===== src/rtl/oled_ssd1331_pkg.sv =====
// Shared types, opcode table and argument-count lookup for the SSD1331 responder model.
package oled_ssd1331_pkg;

    localparam int unsigned X_W       = 7;
    localparam int unsigned Y_W       = 6;
    localparam int unsigned COLOR_W   = 16;
    localparam int unsigned BYTE_W    = 8;
    localparam int unsigned ARG_CNT_W = 4;

    localparam logic [BYTE_W-1:0] OP_SET_COL     = 8'h15;
    localparam logic [BYTE_W-1:0] OP_SET_ROW     = 8'h75;
    localparam logic [BYTE_W-1:0] OP_DISP_OFF    = 8'hAE;
    localparam logic [BYTE_W-1:0] OP_DISP_ON     = 8'hAF;
    localparam logic [BYTE_W-1:0] OP_DRAW_LINE   = 8'h21;
    localparam logic [BYTE_W-1:0] OP_DRAW_RECT   = 8'h22;
    localparam logic [BYTE_W-1:0] OP_COPY        = 8'h23;
    localparam logic [BYTE_W-1:0] OP_SCROLL_SET  = 8'h27;
    localparam logic [BYTE_W-1:0] OP_GFX_FIRST   = 8'h21;
    localparam logic [BYTE_W-1:0] OP_GFX_LAST    = 8'h27;
    localparam logic [BYTE_W-1:0] OP_CONTR_FIRST = 8'h81;
    localparam logic [BYTE_W-1:0] OP_CONTR_LAST  = 8'h87;
    localparam logic [BYTE_W-1:0] OP_CFG_FIRST   = 8'hA0;
    localparam logic [BYTE_W-1:0] OP_CFG_LAST    = 8'hBE;

    typedef enum logic [2:0] {
        ST_IDLE,
        ST_COL_S,
        ST_COL_E,
        ST_ROW_S,
        ST_ROW_E,
        ST_SKIP
    } cmd_state_e;

    typedef struct packed {
        logic [X_W-1:0]     x;
        logic [Y_W-1:0]     y;
        logic [COLOR_W-1:0] color;
    } pixel_t;

    // Number of argument bytes that follow a listed opcode; unlisted opcodes take none.
    function automatic logic [ARG_CNT_W-1:0] cmd_arg_count(input logic [BYTE_W-1:0] op);
        logic [ARG_CNT_W-1:0] n;
        n = '0;
        if (op == OP_DRAW_LINE)         n = 4'd7;
        else if (op == OP_DRAW_RECT)    n = 4'd10;
        else if (op == OP_COPY)         n = 4'd6;
        else if (op == OP_SCROLL_SET)   n = 4'd5;
        else if ((op >= OP_CONTR_FIRST && op <= OP_CONTR_LAST) ||
                 (op >= OP_CFG_FIRST   && op <= OP_CFG_LAST)   ||
                 (op >= OP_GFX_FIRST   && op <= OP_GFX_LAST))
            n = 4'd1;
        return n;
    endfunction

endpackage


===== src/rtl/oled_ssd1331_sink_if.sv =====
// SPI pins driven by the host plus the decoded byte/pixel stream presented by the sink.
interface oled_ssd1331_sink_if;
    import oled_ssd1331_pkg::*;

    logic               oled_csn;
    logic               oled_clk;
    logic               oled_mosi;
    logic               oled_dc;
    logic               oled_resn;
    logic               byte_valid;
    logic               byte_dc;
    logic [BYTE_W-1:0]  byte_data;
    logic               pixel_we;
    logic [X_W-1:0]     pixel_x;
    logic [Y_W-1:0]     pixel_y;
    logic [COLOR_W-1:0] pixel_color;
    logic               display_on;

    modport master (
        output oled_csn, oled_clk, oled_mosi, oled_dc, oled_resn,
        input  byte_valid, byte_dc, byte_data, pixel_we, pixel_x, pixel_y, pixel_color, display_on
    );

    modport slave (
        input  oled_csn, oled_clk, oled_mosi, oled_dc, oled_resn,
        output byte_valid, byte_dc, byte_data, pixel_we, pixel_x, pixel_y, pixel_color, display_on
    );

endinterface


===== src/rtl/oled_ssd1331_sink_spi_byte_rx.sv =====
// Synchronises the SPI pins, detects SCLK rising edges and assembles MSB-first bytes.
module oled_ssd1331_sink_spi_byte_rx
    import oled_ssd1331_pkg::*;
#(
    parameter int unsigned C_SYNC_STAGES = 2
) (
    input  logic              clk,
    input  logic              rst_n,
    input  logic              csn_i,
    input  logic              sclk_i,
    input  logic              mosi_i,
    input  logic              dc_i,
    input  logic              panel_resn_i,
    output logic              csn_sync_o,
    output logic              soft_rst_o,
    output logic              byte_valid_o,
    output logic              byte_dc_o,
    output logic [BYTE_W-1:0] byte_data_o
);

    localparam int unsigned N_IN = 5;
    // Pin order {panel_resn, csn, sclk, mosi, dc}; idle levels keep the link deselected.
    localparam logic [N_IN-1:0] SYNC_RST = 5'b11000;

    logic [N_IN-1:0]   sync_q [C_SYNC_STAGES];
    logic [N_IN-1:0]   sync_w;
    logic              resn_s, csn_s, sclk_s, mosi_s, dc_s;
    logic              sclk_prev_q;
    logic              sclk_rise;
    logic [2:0]        bit_cnt_q, bit_cnt_d;
    logic [6:0]        shift_q, shift_d;
    logic              valid_q, valid_d;
    logic              dc_q, dc_d;
    logic [BYTE_W-1:0] data_q, data_d;

    always_ff @(posedge clk or negedge rst_n) begin
        if (!rst_n) begin
            for (int i = 0; i < C_SYNC_STAGES; i++) sync_q[i] <= SYNC_RST;
        end else begin
            sync_q[0] <= {panel_resn_i, csn_i, sclk_i, mosi_i, dc_i};
            for (int i = 1; i < C_SYNC_STAGES; i++) sync_q[i] <= sync_q[i-1];
        end
    end

    assign sync_w    = sync_q[C_SYNC_STAGES-1];
    assign resn_s    = sync_w[4];
    assign csn_s     = sync_w[3];
    assign sclk_s    = sync_w[2];
    assign mosi_s    = sync_w[1];
    assign dc_s      = sync_w[0];
    assign sclk_rise = sclk_s & ~sclk_prev_q;

    always_comb begin
        bit_cnt_d = bit_cnt_q;
        shift_d   = shift_q;
        valid_d   = 1'b0;
        dc_d      = dc_q;
        data_d    = data_q;
        if (!resn_s) begin
            bit_cnt_d = '0;
            shift_d   = '0;
            dc_d      = 1'b0;
            data_d    = '0;
        end else if (csn_s) begin
            bit_cnt_d = '0;
        end else if (sclk_rise) begin
            shift_d   = {shift_q[5:0], mosi_s};
            bit_cnt_d = bit_cnt_q + 3'd1;
            if (bit_cnt_q == 3'd7) begin
                valid_d = 1'b1;
                dc_d    = dc_s;
                data_d  = {shift_q, mosi_s};
            end
        end
    end

    always_ff @(posedge clk or negedge rst_n) begin
        if (!rst_n) begin
            sclk_prev_q <= 1'b0;
            bit_cnt_q   <= '0;
            shift_q     <= '0;
            valid_q     <= 1'b0;
            dc_q        <= 1'b0;
            data_q      <= '0;
        end else begin
            sclk_prev_q <= sclk_s;
            bit_cnt_q   <= bit_cnt_d;
            shift_q     <= shift_d;
            valid_q     <= valid_d;
            dc_q        <= dc_d;
            data_q      <= data_d;
        end
    end

    assign csn_sync_o   = csn_s;
    assign soft_rst_o   = ~resn_s;
    assign byte_valid_o = valid_q;
    assign byte_dc_o    = dc_q;
    assign byte_data_o  = data_q;

endmodule


===== src/rtl/oled_ssd1331_sink.sv =====
// SSD1331 responder: command decoder, address window, cursor and RGB565 pixel pairing.
module oled_ssd1331_sink
    import oled_ssd1331_pkg::*;
#(
    parameter int unsigned C_WIDTH       = 96,
    parameter int unsigned C_HEIGHT      = 64,
    parameter int unsigned C_SYNC_STAGES = 2
) (
    input  logic           clk_25mhz,
    input  logic           resn,
    oled_ssd1331_sink_if.slave bus
);

    localparam logic [X_W-1:0] X_LAST = X_W'(C_WIDTH - 1);
    localparam logic [Y_W-1:0] Y_LAST = Y_W'(C_HEIGHT - 1);

    logic              csn_sync, soft_rst, rx_valid, rx_dc;
    logic [BYTE_W-1:0] rx_data;

    oled_ssd1331_sink_spi_byte_rx #(
        .C_SYNC_STAGES (C_SYNC_STAGES)
    ) u_rx (
        .clk          (clk_25mhz),
        .rst_n        (resn),
        .csn_i        (bus.oled_csn),
        .sclk_i       (bus.oled_clk),
        .mosi_i       (bus.oled_mosi),
        .dc_i         (bus.oled_dc),
        .panel_resn_i (bus.oled_resn),
        .csn_sync_o   (csn_sync),
        .soft_rst_o   (soft_rst),
        .byte_valid_o (rx_valid),
        .byte_dc_o    (rx_dc),
        .byte_data_o  (rx_data)
    );

    cmd_state_e           state_q, state_d;
    logic [ARG_CNT_W-1:0] arg_cnt_q, arg_cnt_d;
    logic [X_W-1:0]       col_start_q, col_start_d, col_end_q, col_end_d, cur_x_q, cur_x_d;
    logic [Y_W-1:0]       row_start_q, row_start_d, row_end_q, row_end_d, cur_y_q, cur_y_d;
    logic                 phase_lo_q, phase_lo_d;
    logic [BYTE_W-1:0]    hi_byte_q, hi_byte_d;
    logic                 pix_we_q, pix_we_d;
    pixel_t               pix_q, pix_d;
    logic                 disp_on_q, disp_on_d;

    // Decode one received byte per strobe; data bytes pair into pixels and advance the cursor.
    always_comb begin
        state_d     = state_q;
        arg_cnt_d   = arg_cnt_q;
        col_start_d = col_start_q;
        col_end_d   = col_end_q;
        row_start_d = row_start_q;
        row_end_d   = row_end_q;
        cur_x_d     = cur_x_q;
        cur_y_d     = cur_y_q;
        phase_lo_d  = phase_lo_q;
        hi_byte_d   = hi_byte_q;
        pix_we_d    = 1'b0;
        pix_d       = pix_q;
        disp_on_d   = disp_on_q;

        if (soft_rst) begin
            state_d     = ST_IDLE;
            arg_cnt_d   = '0;
            col_start_d = '0;
            col_end_d   = X_LAST;
            row_start_d = '0;
            row_end_d   = Y_LAST;
            cur_x_d     = '0;
            cur_y_d     = '0;
            phase_lo_d  = 1'b0;
            hi_byte_d   = '0;
            pix_d       = '0;
            disp_on_d   = 1'b0;
        end else begin
            if (rx_valid && !rx_dc) begin
                phase_lo_d = 1'b0;
                case (state_q)
                    ST_IDLE: begin
                        if (rx_data == OP_SET_COL)       state_d = ST_COL_S;
                        else if (rx_data == OP_SET_ROW)  state_d = ST_ROW_S;
                        else if (rx_data == OP_DISP_ON)  disp_on_d = 1'b1;
                        else if (rx_data == OP_DISP_OFF) disp_on_d = 1'b0;
                        else begin
                            arg_cnt_d = cmd_arg_count(rx_data);
                            if (cmd_arg_count(rx_data) != '0) state_d = ST_SKIP;
                        end
                    end
                    ST_COL_S: begin
                        col_start_d = rx_data[X_W-1:0];
                        state_d     = ST_COL_E;
                    end
                    ST_COL_E: begin
                        col_end_d = rx_data[X_W-1:0];
                        cur_x_d   = col_start_q;
                        cur_y_d   = row_start_q;
                        state_d   = ST_IDLE;
                    end
                    ST_ROW_S: begin
                        row_start_d = rx_data[Y_W-1:0];
                        state_d     = ST_ROW_E;
                    end
                    ST_ROW_E: begin
                        row_end_d = rx_data[Y_W-1:0];
                        cur_x_d   = col_start_q;
                        cur_y_d   = row_start_q;
                        state_d   = ST_IDLE;
                    end
                    ST_SKIP: begin
                        arg_cnt_d = arg_cnt_q - ARG_CNT_W'(1);
                        if (arg_cnt_q <= ARG_CNT_W'(1)) state_d = ST_IDLE;
                    end
                    default: state_d = ST_IDLE;
                endcase
            end else if (rx_valid && rx_dc) begin
                state_d = ST_IDLE;
                if (!phase_lo_q) begin
                    hi_byte_d  = rx_data;
                    phase_lo_d = 1'b1;
                end else begin
                    phase_lo_d = 1'b0;
                    pix_we_d   = 1'b1;
                    pix_d      = '{x: cur_x_q, y: cur_y_q, color: {hi_byte_q, rx_data}};
                    if (cur_x_q == col_end_q || cur_x_q == X_LAST) begin
                        cur_x_d = col_start_q;
                        if (cur_y_q == row_end_q || cur_y_q == Y_LAST) cur_y_d = row_start_q;
                        else                                           cur_y_d = cur_y_q + Y_W'(1);
                    end else begin
                        cur_x_d = cur_x_q + X_W'(1);
                    end
                end
            end
            // Deselect abandons any half-received pixel.
            if (csn_sync) phase_lo_d = 1'b0;
        end
    end

    always_ff @(posedge clk_25mhz or negedge resn) begin
        if (!resn) begin
            state_q     <= ST_IDLE;
            arg_cnt_q   <= '0;
            col_start_q <= '0;
            col_end_q   <= X_LAST;
            row_start_q <= '0;
            row_end_q   <= Y_LAST;
            cur_x_q     <= '0;
            cur_y_q     <= '0;
            phase_lo_q  <= 1'b0;
            hi_byte_q   <= '0;
            pix_we_q    <= 1'b0;
            pix_q       <= '0;
            disp_on_q   <= 1'b0;
        end else begin
            state_q     <= state_d;
            arg_cnt_q   <= arg_cnt_d;
            col_start_q <= col_start_d;
            col_end_q   <= col_end_d;
            row_start_q <= row_start_d;
            row_end_q   <= row_end_d;
            cur_x_q     <= cur_x_d;
            cur_y_q     <= cur_y_d;
            phase_lo_q  <= phase_lo_d;
            hi_byte_q   <= hi_byte_d;
            pix_we_q    <= pix_we_d;
            pix_q       <= pix_d;
            disp_on_q   <= disp_on_d;
        end
    end

    assign bus.byte_valid  = rx_valid;
    assign bus.byte_dc     = rx_dc;
    assign bus.byte_data   = rx_data;
    assign bus.pixel_we    = pix_we_q;
    assign bus.pixel_x     = pix_q.x;
    assign bus.pixel_y     = pix_q.y;
    assign bus.pixel_color = pix_q.color;
    assign bus.display_on  = disp_on_q;

endmodule


===== src/flat_wrapper.sv =====
// flat-port wrapper written by rule: the top's interface ports become plain ports
module oled_ssd1331_sink_flat import oled_ssd1331_pkg::*;
#(
    parameter int unsigned C_WIDTH       = 96,
    parameter int unsigned C_HEIGHT      = 64,
    parameter int unsigned C_SYNC_STAGES = 2
)
  (clk_25mhz, resn, bus_oled_csn, bus_oled_clk, bus_oled_mosi, bus_oled_dc, bus_oled_resn, bus_byte_valid, bus_byte_dc, bus_byte_data, bus_pixel_we, bus_pixel_x, bus_pixel_y, bus_pixel_color, bus_display_on);
  oled_ssd1331_sink_if bus_i ();
  input  logic clk_25mhz;
  input  logic resn;
  input wire logic [$bits(bus_i.oled_csn)-1:0] bus_oled_csn;
  input wire logic [$bits(bus_i.oled_clk)-1:0] bus_oled_clk;
  input wire logic [$bits(bus_i.oled_mosi)-1:0] bus_oled_mosi;
  input wire logic [$bits(bus_i.oled_dc)-1:0] bus_oled_dc;
  input wire logic [$bits(bus_i.oled_resn)-1:0] bus_oled_resn;
  output wire logic [$bits(bus_i.byte_valid)-1:0] bus_byte_valid;
  output wire logic [$bits(bus_i.byte_dc)-1:0] bus_byte_dc;
  output wire logic [$bits(bus_i.byte_data)-1:0] bus_byte_data;
  output wire logic [$bits(bus_i.pixel_we)-1:0] bus_pixel_we;
  output wire logic [$bits(bus_i.pixel_x)-1:0] bus_pixel_x;
  output wire logic [$bits(bus_i.pixel_y)-1:0] bus_pixel_y;
  output wire logic [$bits(bus_i.pixel_color)-1:0] bus_pixel_color;
  output wire logic [$bits(bus_i.display_on)-1:0] bus_display_on;
  assign bus_i.oled_csn = bus_oled_csn;
  assign bus_i.oled_clk = bus_oled_clk;
  assign bus_i.oled_mosi = bus_oled_mosi;
  assign bus_i.oled_dc = bus_oled_dc;
  assign bus_i.oled_resn = bus_oled_resn;
  assign bus_byte_valid = bus_i.byte_valid;
  assign bus_byte_dc = bus_i.byte_dc;
  assign bus_byte_data = bus_i.byte_data;
  assign bus_pixel_we = bus_i.pixel_we;
  assign bus_pixel_x = bus_i.pixel_x;
  assign bus_pixel_y = bus_i.pixel_y;
  assign bus_pixel_color = bus_i.pixel_color;
  assign bus_display_on = bus_i.display_on;
  oled_ssd1331_sink #(.C_WIDTH(C_WIDTH), .C_HEIGHT(C_HEIGHT), .C_SYNC_STAGES(C_SYNC_STAGES)) u_core (.clk_25mhz(clk_25mhz), .resn(resn), .bus(bus_i));
endmodule

===== config.mk =====
export PLATFORM = sky130hd
export DESIGN_NAME = oled_ssd1331_sink_flat
export DESIGN_NICKNAME = d
export VERILOG_FILES = /design/src/rtl/oled_ssd1331_pkg.sv /design/src/rtl/oled_ssd1331_sink_if.sv /design/src/rtl/oled_ssd1331_sink_spi_byte_rx.sv /design/src/rtl/oled_ssd1331_sink.sv /design/src/flat_wrapper.sv
export SDC_FILE = /design/constraint.sdc
export NUM_CORES = 1
export LEC_CHECK = 0
export CORE_MARGIN = 10
export CORE_UTILIZATION = 50
export DETAILED_ROUTE_END_ITERATION = 8
export GPL_TIMING_DRIVEN = 1
export PLACE_DENSITY = 0.71
export SYNTH_ARGS = -nofsm -noshare
export SYNTH_HDL_FRONTEND = slang
export SYNTH_SLANG_ARGS = --single-unit

===== constraint.sdc =====
create_clock -name clk_25mhz -period 1.9 [get_ports clk_25mhz]
set_input_delay 0.285 -clock clk_25mhz [delete_from_list [all_inputs] [get_ports clk_25mhz]]
set_output_delay 0.285 -clock clk_25mhz [all_outputs]
set_load 0.005 [all_outputs]

Yosys cells after proc, flatten, opt, wreduce, memory -nomap -nowiden:

Index checks and enable logic that the tools add are counted.

* register bits after elaboration: 117
* bits in latches: 0
* bits in writable memories: 0
* memory bits (read-only): 0
* input bits: 7
* output and inout bits: 41
* logic and storage cells: 203
* memories: 0

* $add $sub $neg: 4
* multiply operators: 0
* divide/modulo/power cells: 0
* magnitude comparators: 7
* eq/ne operators: 49
* shift-type cells: 0
* mux-type cells: 92
* bitwise logic cells: 2
* reduce and logical (&&, ||, !) cells: 26

Operators with widths (count)
* 29-bit 2-to-1 mux: 4
* 7-bit 2-to-1 mux: 15
* 6-bit 2-to-1 mux: 13
* 8-bit 2-to-1 mux: 8
* 4-bit 2-to-1 mux: 13
* 3-bit 2-to-1 mux: 12
* 8-bit by 6-bit equality test with 1-bit output, second input constant: 4
* 1-bit 2-to-1 mux: 25
* 2-bit by 1-bit != test with 1-bit output, second input constant: 10
* 6-bit != test, second input constant: 3
* 8-bit equality test, second input constant: 2
* 8-bit >= comparator, second input constant: 2
* 8-bit less-or-equal comparator, second input constant: 2
* 3-bit by 1-bit != test with 1-bit output, second input constant: 5
* 3-bit != test, second input constant: 5
* 3-bit one-hot mux with 4 select lines: 1
* 3-bit AND reduction: 4
* 2-bit != test, second input constant: 5
* 2-bit AND reduction: 5
* 5-bit AND reduction: 2
* 3-bit equality test, second input constant: 3
* 8-bit by 5-bit equality test with 1-bit output, second input constant: 1
* 8-bit by 7-bit equality test with 1-bit output, second input constant: 1
* 8-bit by 6-bit >= comparator with 1-bit output, second input constant: 1
* other kinds (26): 34

Logic depth before layout (Yosys ltp):

Gate-level depths: netlist of the first run.

* depth after elaboration: 25
* depth in mapped cells: 9
* gate-level depth less buffers: 8

By module:

Synthesis of the first run repeated with hierarchy kept, for this count alone.

* cell total of the unflattened synthesis: 513
* area, all modules: 5506.5 sq um

By module, submodules not included
* oled_ssd1331_sink: times used 1, cells each 429, area an instance 4335.4 sq um, sequential area each 2167.1 sq um
* oled_ssd1331_sink_spi_byte_rx: times used 1, cells each 84, area an instance 1171.1 sq um, sequential area each 780.7 sq um

Worst setup path before layout of the first run:

OpenSTA, ideal clock, no wires.

* path type: register to register
* start: reg u_core.cur_x_q[0]
* end: reg u_core.cur_x_q[6]
* arrival: 1.665 ns
* path slack: 0.153 ns
* stages on the path, launching flop included: 9
* clock period less this slack: 1.747 ns
* path through: dfrtp_1 > ha_1 > and4_1 > a31oi_1 > o21ai_2 > buf_4 > nor3_1 > a21oi_1 > o22ai_1

* cells in the longest elaborated chain, start to end: 7
* elaborated cells on any way between the ends: 9

RTL lines
* start, declared: line oled_ssd1331_sink.sv:39 `logic [X_W-1:0] col_start_q, col_start_d, col_end_q, col_end_d, cur_x_q, cur_x_d;`
* start signal, assigned: line oled_ssd1331_sink.sv:161 `cur_x_q <= cur_x_d;`
* branches (longest 2 deep; another with 7-bit by 1-bit adder with 7-bit output)
* 7-bit 2-to-1 mux *: line oled_ssd1331_sink.sv:125 `if (cur_x_q == col_end_q || cur_x_q == X_LAST) begin`
* 7-bit 2-to-1 mux *: line oled_ssd1331_sink.sv:118 `if (!phase_lo_q) begin`
* 7-bit 2-to-1 mux *: line oled_ssd1331_sink.sv:116 `end else if (rx_valid && rx_dc) begin`
* 7-bit 2-to-1 mux *: line oled_ssd1331_sink.sv:77 `if (rx_valid && !rx_dc) begin`
* 7-bit 2-to-1 mux *: line oled_ssd1331_sink.sv:63 `if (soft_rst) begin`

Mark *: on every way between the ends. The select of a mux whose other input is x is not followed.
A chain may end at the register's enable or synchronous reset.

Worst setup path after layout of the first run:

* start: reg u_core.u_rx.data_q[4] (netlist: u_core.u_rx.byte_data_o[4])
* end: out bus_byte_data[4]

RTL lines
* start, declared: line oled_ssd1331_sink_spi_byte_rx.sv:34 `logic [BYTE_W-1:0] data_q, data_d;`
* start signal, assigned: line oled_ssd1331_sink_spi_byte_rx.sv:91 `data_q <= data_d;`
* end, declared: line flat_wrapper.sv:19 `output wire logic [$bits(bus_i.byte_data)-1:0] bus_byte_data;`

No word-level cell between the ends.

==> results of run 1 <==
## cell type report
type | count | area [um^2]
Fill cell | 779 | 3440
Multi-Input combinational cell | 352 | 2250
Inverter | 13 | 48.8
Sequential cell | 117 | 2960
Clock inverter | 14 | 178
Timing Repair Buffer | 105 | 956
Clock buffer | 18 | 418
Tap cell | 136 | 170
## power by group through the flow
stage / Sequential (mW) / Combinational, mW / Clock (mW)
2_1_floorplan: 2.58 / 0.0819 / 0
4_1_cts: 2.54 / 0.211 / 3.25
5_1_grt: 2.54 / 0.236 / 3.39
3_3_place_gp: 2.58 / 0.200 / 0
3_5_place_dp: 2.58 / 0.202 / 0
6_report: 2.54 / 0.211 / 3.21
## timing repair
action,4_1_cts,5_1_grt
hold endpoints to repair,101,0
pin swaps,0,2
endpoints found under the setup margin,6,17
gates cloned,1,0
hold buffers,1,0
resized for setup,4,12
buffers inserted,6,4
## per-stage QoR
step / area (um^2) / setup TNS [ns] / hold slack, ns
3_5_place_dp: 6240 / 0 / 0.312
6_report: 6980 / 0 / 0.161
4_1_cts: 6910 / 0 / 0.149
5_1_grt: 6980 / -0.0984 / 0.145
3_3_place_gp: 6240 / 0 / 0.307
2_1_floorplan: 5410 / 0 / -0.0106
## layer usage
layer / vias up / wire (um) / GRT usage, %
li1: 2001 / - / -
met3: 30 / 1080 / 6.24
met5: - / 0 / 0
met2: 198 / 6740 / 29.6
met1: 2199 / 5870 / 24.4
met4: 0 / 416 / 8.42
## cell usage after synthesis, types with 4 or more instances
master and count:
dfrtp_1 101, nand2_1 67, nor2_1 38, a21oi_1 33, mux2i_1 33, a22o_1 29, o21ai_0 20, clkbuf_1 17
nand3_1 17, dfstp_2 16, inv_1 13, xnor2_1 13, nor3_1 10, o21ai_1 10, buf_2 9, ha_1 6
nand2b_1 6, buf_4 5, nand4_1 5, nor2b_1 5, o22ai_1 5, and3_1 4, buf_1 4, xor2_1 4
## path summary, 6_finish.rpt
path	slack, ns	end	from	depth (start not counted)
worst max-delay path	0.05	bus_byte_data[4]	u_core.u_rx.byte_data_o[4]$_DFFE_PN0P_	2
worst min-delay path	0.16	u_core.u_rx.sync_q[8]$_DFF_PN1_	bus_oled_csn	1
worst max register to register	0.06	u_core.cur_x_q[2]$_DFFE_PN0P_	u_core.cur_x_q[1]$_DFFE_PN0P_	8
worst min register to register	0.35	u_core.u_rx.sync_w[0]$_DFF_PN0_	u_core.u_rx.sync_q[5]$_DFF_PN0_	0
max in group asynchronous	1.23	u_core.row_end_q[3]$_DFFE_PN1P_	resn	3
min in group asynchronous	0.30	u_core.arg_cnt_q[0]$_DFFE_PN0P_	resn	3
## state kept, by name, indices dropped and copies added (netlist names), 3 cells and up
signal and count:
u_core.bus.pixel_y 6, u_core.cur_x_q 7, u_core.col_end_q 7, u_core.hi_byte_q 8, u_core.bus.pixel_x 7, u_core.cur_y_q 6, u_core.bus.pixel_color 16, u_core.row_start_q 6
u_core.u_rx.byte_data_o 8, u_core.u_rx.sync_w 5, u_core.u_rx.shift_q 7, u_core.u_rx.bit_cnt_q 3, u_core.state_q 3, u_core.col_start_q 7, u_core.row_end_q 6, u_core.u_rx.sync_q 5
u_core.arg_cnt_q 4
## cells by family after synthesis
logic type / count (synthesis)
muxes: 33
adders and majority gates: 6
DFF: 117
buffers and inverters: 52
and+or+nand+nor: 176
xor gates and xnor gates: 17
AOI/OAI and AO/OA: 119
==> impl_results.md, run 1 <==
- Max Cap Violations: 0
- Clk pin slew, worst setup/hold paths: 0.06 ns
- Clk buf depth: 2
- Setup violations, final: 0
- Routability cong.: 0.945
- Fin. Hold Viols: 0
- Total gr overflow: 0
- Synth Area in Compound Gates: 15.0%
- Fin crit share: between 90% and 100%
- DR vias/cell: just under 6
- Avg Inst Size Synth: 10.4 um^2
- I/O pins: 48
- Maximum number of pins on one net before global-route repair: 68
- Part of the power in the clock network: between 50 and 60%
- Most used flip-flop cell after synthesis: dfrtp_1
- Outcome: finished, final reports clean
- Post-synth EDFFs: 0
- Pre-antenna DRT Iters: 5
- Post-Synth Adder-Cell Area: 1.39%
- Combinational power share: around 3.5%
- Iter 0 DRT Violations: about 640
- Worst Max-Slew Pin Slew: 0.552 ns
- Die area: approximately 0.015 mm^2
- Syn_nets: 533
- WP data required: ~1.6 ns
- Post-DP HPWL: ~9.4 mm
- DIE WIDTH: roughly 120 um
- Final period demand of the worst path: ~1.8 ns
- Worst-path cell chain: buf_4 -> clkdlybuf4s50_1
- Slew margin rel.: around 63%
- CTS Buf Count: 17
- CTS H-tree lvls: 4
- XOR/XNOR share of the synthesized area: approximately 2.8%
- DP Worst Slack: around 0.032 ns
- Maximum vdd drop: ~0.0007 V
- First-pass GRT wire length: between 20 and 25 mm
- Initial antenna violation count: 0
- Root buffer cell: clkbuf_8
- Crit path max-delay family: buffers and inverters
- Most common cell after layout, fill and taps aside: dfrtp_1
- Area Growth Syn to Fin: 28.9%
- Fmax: ~540 MHz
- Row count: 37
- Sequential-to-total area share from yosys stat: 54.5%
- WL/cell: about 19 um
- Final core occ: about two thirds
- Clock sink count: roughly 120
- Critical path buffer and inverter count: 2
- Synth top area cells: dfrtp_1 (47%), dfstp_2 (7.8%), mux2i_1 (6.1%), a22o_1 (4.7%), nand2_1 (4.6%)
- Initial Utilization: roughly half
- Crit-path max FO: 3
- Slowest cell on the critical path: clkdlybuf4s50_1
- Port Buf Inserts: 47
- DIE HEIGHT: between 100 and 150 um
- Worst setup EP type: output pin
- Post-synthesis simple-gate area fraction: ~16%
- Cell Int Power: ~4.6 mW
- Final net count: about 620
- Most frequent cells in the layout: dfrtp_1 (95), nand2_1 (67), buf_4 (53), clkdlybuf4s50_1 (44), nor2_1 (37)
- Final ANT Viol Nets: 0
- Switching power of the nets: around 1.4 mW
- Synth warn: 0
- Critical path startpoint category: register
- Sequential fraction of design power: 42.6%
- Ant diodes: 0
- Worst skew pair latency: between 0.5 and 0.6 ns
- HP Class: input port to register
- FFs w/ async S/R, synth: 100%
- Library cells used by synthesis: 59
- Gate Count Post-Synth: 520
- Crit path largest cell delay: roughly 0.50 ns
- Drt drc: 0
- CTS tree: yes
- Crit path kind: register to output pin
- Mux share of post-synthesis cell area: 6.10%
- FF+latch count, synth: ~120
- Post-Place Cells: around 710
- Power per cell area: ~850 mW/mm^2
- Vias in the first global route: around 4.4k
- Layout Cells excl Fill: ~760
- Post-synth top area share: about 47%
- Total power: 5.96 mW
- Pins Over Slew Limit: 0
- Static Leak: about 3.2 nW
- RSZ-0062 raised after global routing: yes
- Routed wire length: 14.1 mm
- Syn Std Cell Area: 0.00541 mm^2
- Worst Skew: between 0.007 and 0.008 ns
- Largest family of logic cells by synthesized area: simple AND/OR/NAND/NOR gates
- DR vias: 4,428
- Total GRT Usage: 19.3%
- Slack of the critical path: 0.0520 ns
- Share of layout cells above drive strength 1: between 20% and 30%
- Core area: ~0.010 mm^2
- Biggest area consumer among synthesized cells: dfrtp_1
- Net Sw Frac: between 20 and 25%
- Crit path DAT: about 1.6 ns
Note: power is estimated with default switching activity, not from simulation.
==> run 2: changes to the inputs <==
- MAX_ROUTING_LAYER: default -> met4
- SKIP_LAST_GASP: default -> 1
==> run 2 against run 1 <==
Net effect: register-to-register slack about the same; count of clock-buffer cells in the layout unchanged; sequential cell count did not move; final cell count decreased by 0.66%; critical endpoint is now u_core.cur_x_q[2]$_DFFE_PN0P_; maximum frequency increased by 0.19%; non-clock buffer count fell by 5; critical path depth increased by 6; die area did not move; cell area decreased by 0.88%; highest routed layer unchanged.
==> impl_results.md, run 2 (synthesized netlist as in run 1, its figures left out) <==
- Setup violations, final: 0
- Static Leak: approximately 3.1 nW
- Depth of the most critical reg-to-reg path: 8
- Slowest cell on the critical path: dfrtp_1
- Maximum number of pins on one net before global-route repair: 118
- Fin crit share: roughly 97%
- Vias in the first global route: roughly 4.3k
- First-pass GRT wire length: between 20 and 25 mm
- Crit path largest cell delay: around 0.42 ns
- Initial antenna violation count: 0
- Worst setup EP type: register
- Critical path buffer and inverter count: 1
- Max Cap Violations: 0
- Crit path max-delay family: compound AO/OA/AOI/OAI gates
- Port Buf Inserts: 47
- Final net count: around 600
- Post-Place Cells: 708
- CTS Buf Count: 17
- Fmax: 542 MHz
- DR vias: 4,286
- CTS tree: yes
- Core area: around 0.010 mm^2
- Row count: 37
- Most frequent cells in the layout: dfrtp_1 (96), nand2_1 (67), buf_4 (48), clkdlybuf4s50_1 (45), nor2_1 (37)
- Worst-path cell chain: ha_1 -> and4_2 -> a31oi_4 -> o21ai_4 -> buf_4 -> nor3b_2 -> a21oi_1 -> o21ai_1
- Clock sink count: about 120
- Clk buf depth: 2
- HP Class: input port to register
- Clk pin slew, worst setup/hold paths: ~0.060 ns
- WL/cell: 18.4 um
- Iter 0 DRT Violations: around 420
- Ant diodes: 0
- Hold Path Depth: 1
- Worst skew pair latency: slightly above 0.5 ns
- CTS H-tree lvls: 4
- R2R Setup Slk: ~0.056 ns
- DIE HEIGHT: 124 um
- Die area: between 0.015 and 0.02 mm^2
- Setup TNS: 0 ns
- R2R Path Start: u_core.cur_x_q[1]$_DFFE_PN0P_
- Critical R2R Capture: u_core.cur_x_q[2]$_DFFE_PN0P_
- WP data required: 2.33 ns
- Total GRT Usage: between 10% and 20%
- Hold_sp: bus_oled_csn
- Area Growth Syn to Fin: 27.8%
- Hold_ws: about 0.18 ns
- Crit-path max FO: 8
- Worst Skew: about 0.006 ns
- Maximum vdd drop: 0.000535 V
- Total gr overflow: 0
- Worst Max-Slew Pin Slew: around 0.64 ns
- Fin. Hold Viols: 0
- DIE WIDTH: roughly 120 um
- Power per cell area: 827 mW/mm^2
- Root buffer cell: clkbuf_8
- Critical path startpoint category: register
- Final ANT Viol Nets: 0
- Max FFs per register: 16
- Drt drc: 0
- Routability cong.: about 0.95
- Layout Cells excl Fill: 750
- Post-DP HPWL: 9.08 mm
- Routed wire length: about 14 mm
- Crit path kind: register to register
- Pre-antenna DRT Iters: 5
- Most common cell after layout, fill and taps aside: dfrtp_1
- Pins Over Slew Limit: 0
- RSZ-0062 raised after global routing: yes
- I/O pins: 48
- DR vias/cell: between 5 and 6
- Outcome: finished, final reports clean
- Slew margin rel.: between 50% and 60%
- Crit path DAT: about 2.3 ns
- Initial Utilization: 52.0%
- Share of layout cells above drive strength 1: a little over a fifth
- Final period demand of the worst path: 1.84 ns
- Endpoint, Worst Hold: u_core.u_rx.sync_q[8]$_DFF_PN1_
- Critical path startpoint: u_core.cur_x_q[1]$_DFFE_PN0P_
run 2: cell type report:
class                      instances  area (um^2)
clock buffer                      18          428
clock inverter                    14          126
fill                             806         3500
inverter                          13         48.8
multi-input combinational        352         2280
sequential                       117         2950
tap                              136          170
timing repair buffer             100          907
run 2: worst register-to-register path, stage by stage (launching register included):
cell     delay [ns]
dfrtp_1        0.42
ha_1           0.20
and4_2         0.26
a31oi_4        0.19
o21ai_4        0.13
buf_4          0.19
nor3b_2        0.18
a21oi_1        0.06
o21ai_1        0.14
run 2: how the worst max path moves through the flow:
stage / depth (start not counted) / slack, ns / to
3_3_place_gp: 6 / 0.10 / u_core.cur_x_q[4]$_DFFE_PN0P_
2_1_floorplan: 8 / 0.15 / u_core.cur_x_q[6]$_DFFE_PN0P_
6_report: 8 / 0.06 / u_core.cur_x_q[2]$_DFFE_PN0P_
4_1_cts: 2 / 0.002 / bus_byte_data[6]
5_1_grt: 8 / -0.04 / u_core.cur_x_q[2]$_DFFE_PN0P_
3_5_place_dp: 8 / -0.02 / u_core.cur_x_q[2]$_DFFE_PN0P_
run 2: power by group:
group / leakage, nW / switching, mW / internal [mW]
clock: 0.260 / 1.19 / 1.78
sequential: 1.55 / 0.0200 / 2.52
combinational: 1.34 / 0.134 / 0.0777
total: 3.15 / 1.35 / 4.37
run 2: timing repair:
action / in CTS / in global routing
hold buffers: 1 / 0
endpoints found under the hold margin: 101 / 0
pin swaps: 0 / 2
gates resized for setup: 7 / 12
cloned: 1 / 0
endpoints found under the setup margin: 6 / 16
setup buffers: 1 / 7
run 2: metal layers:
| metal | part of all wire, % | up-vias | track usage [%] | wire length [um] |
|---|---|---|---|---|
| li1 | - | 1993 | - | - |
| met1 | 44 | 2140 | 24.4 | 6130 |
| met2 | 48 | 121 | 29.1 | 6680 |
| met3 | 4.5 | 32 | 3.53 | 618 |
| met4 | 2.7 | 0 | 8.20 | 374 |
| met5 | 0 | - | - | 0 |
run 2: stage by stage:
stage / worst slack [ns] / utilization [%] / area, um^2 / power (mW)
6_report: 0.0555 / 66.4 / 6920 / 5.72
5_1_grt: -0.0350 / 66.4 / 6920 / 5.91
4_1_cts: 0.00194 / 65.5 / 6830 / 5.75
3_5_place_dp: -0.0204 / 59.6 / 6210 / 2.78
3_3_place_gp: 0.102 / 59.6 / 6210 / 2.77
2_1_floorplan: 0.153 / - / 5410 / 2.66
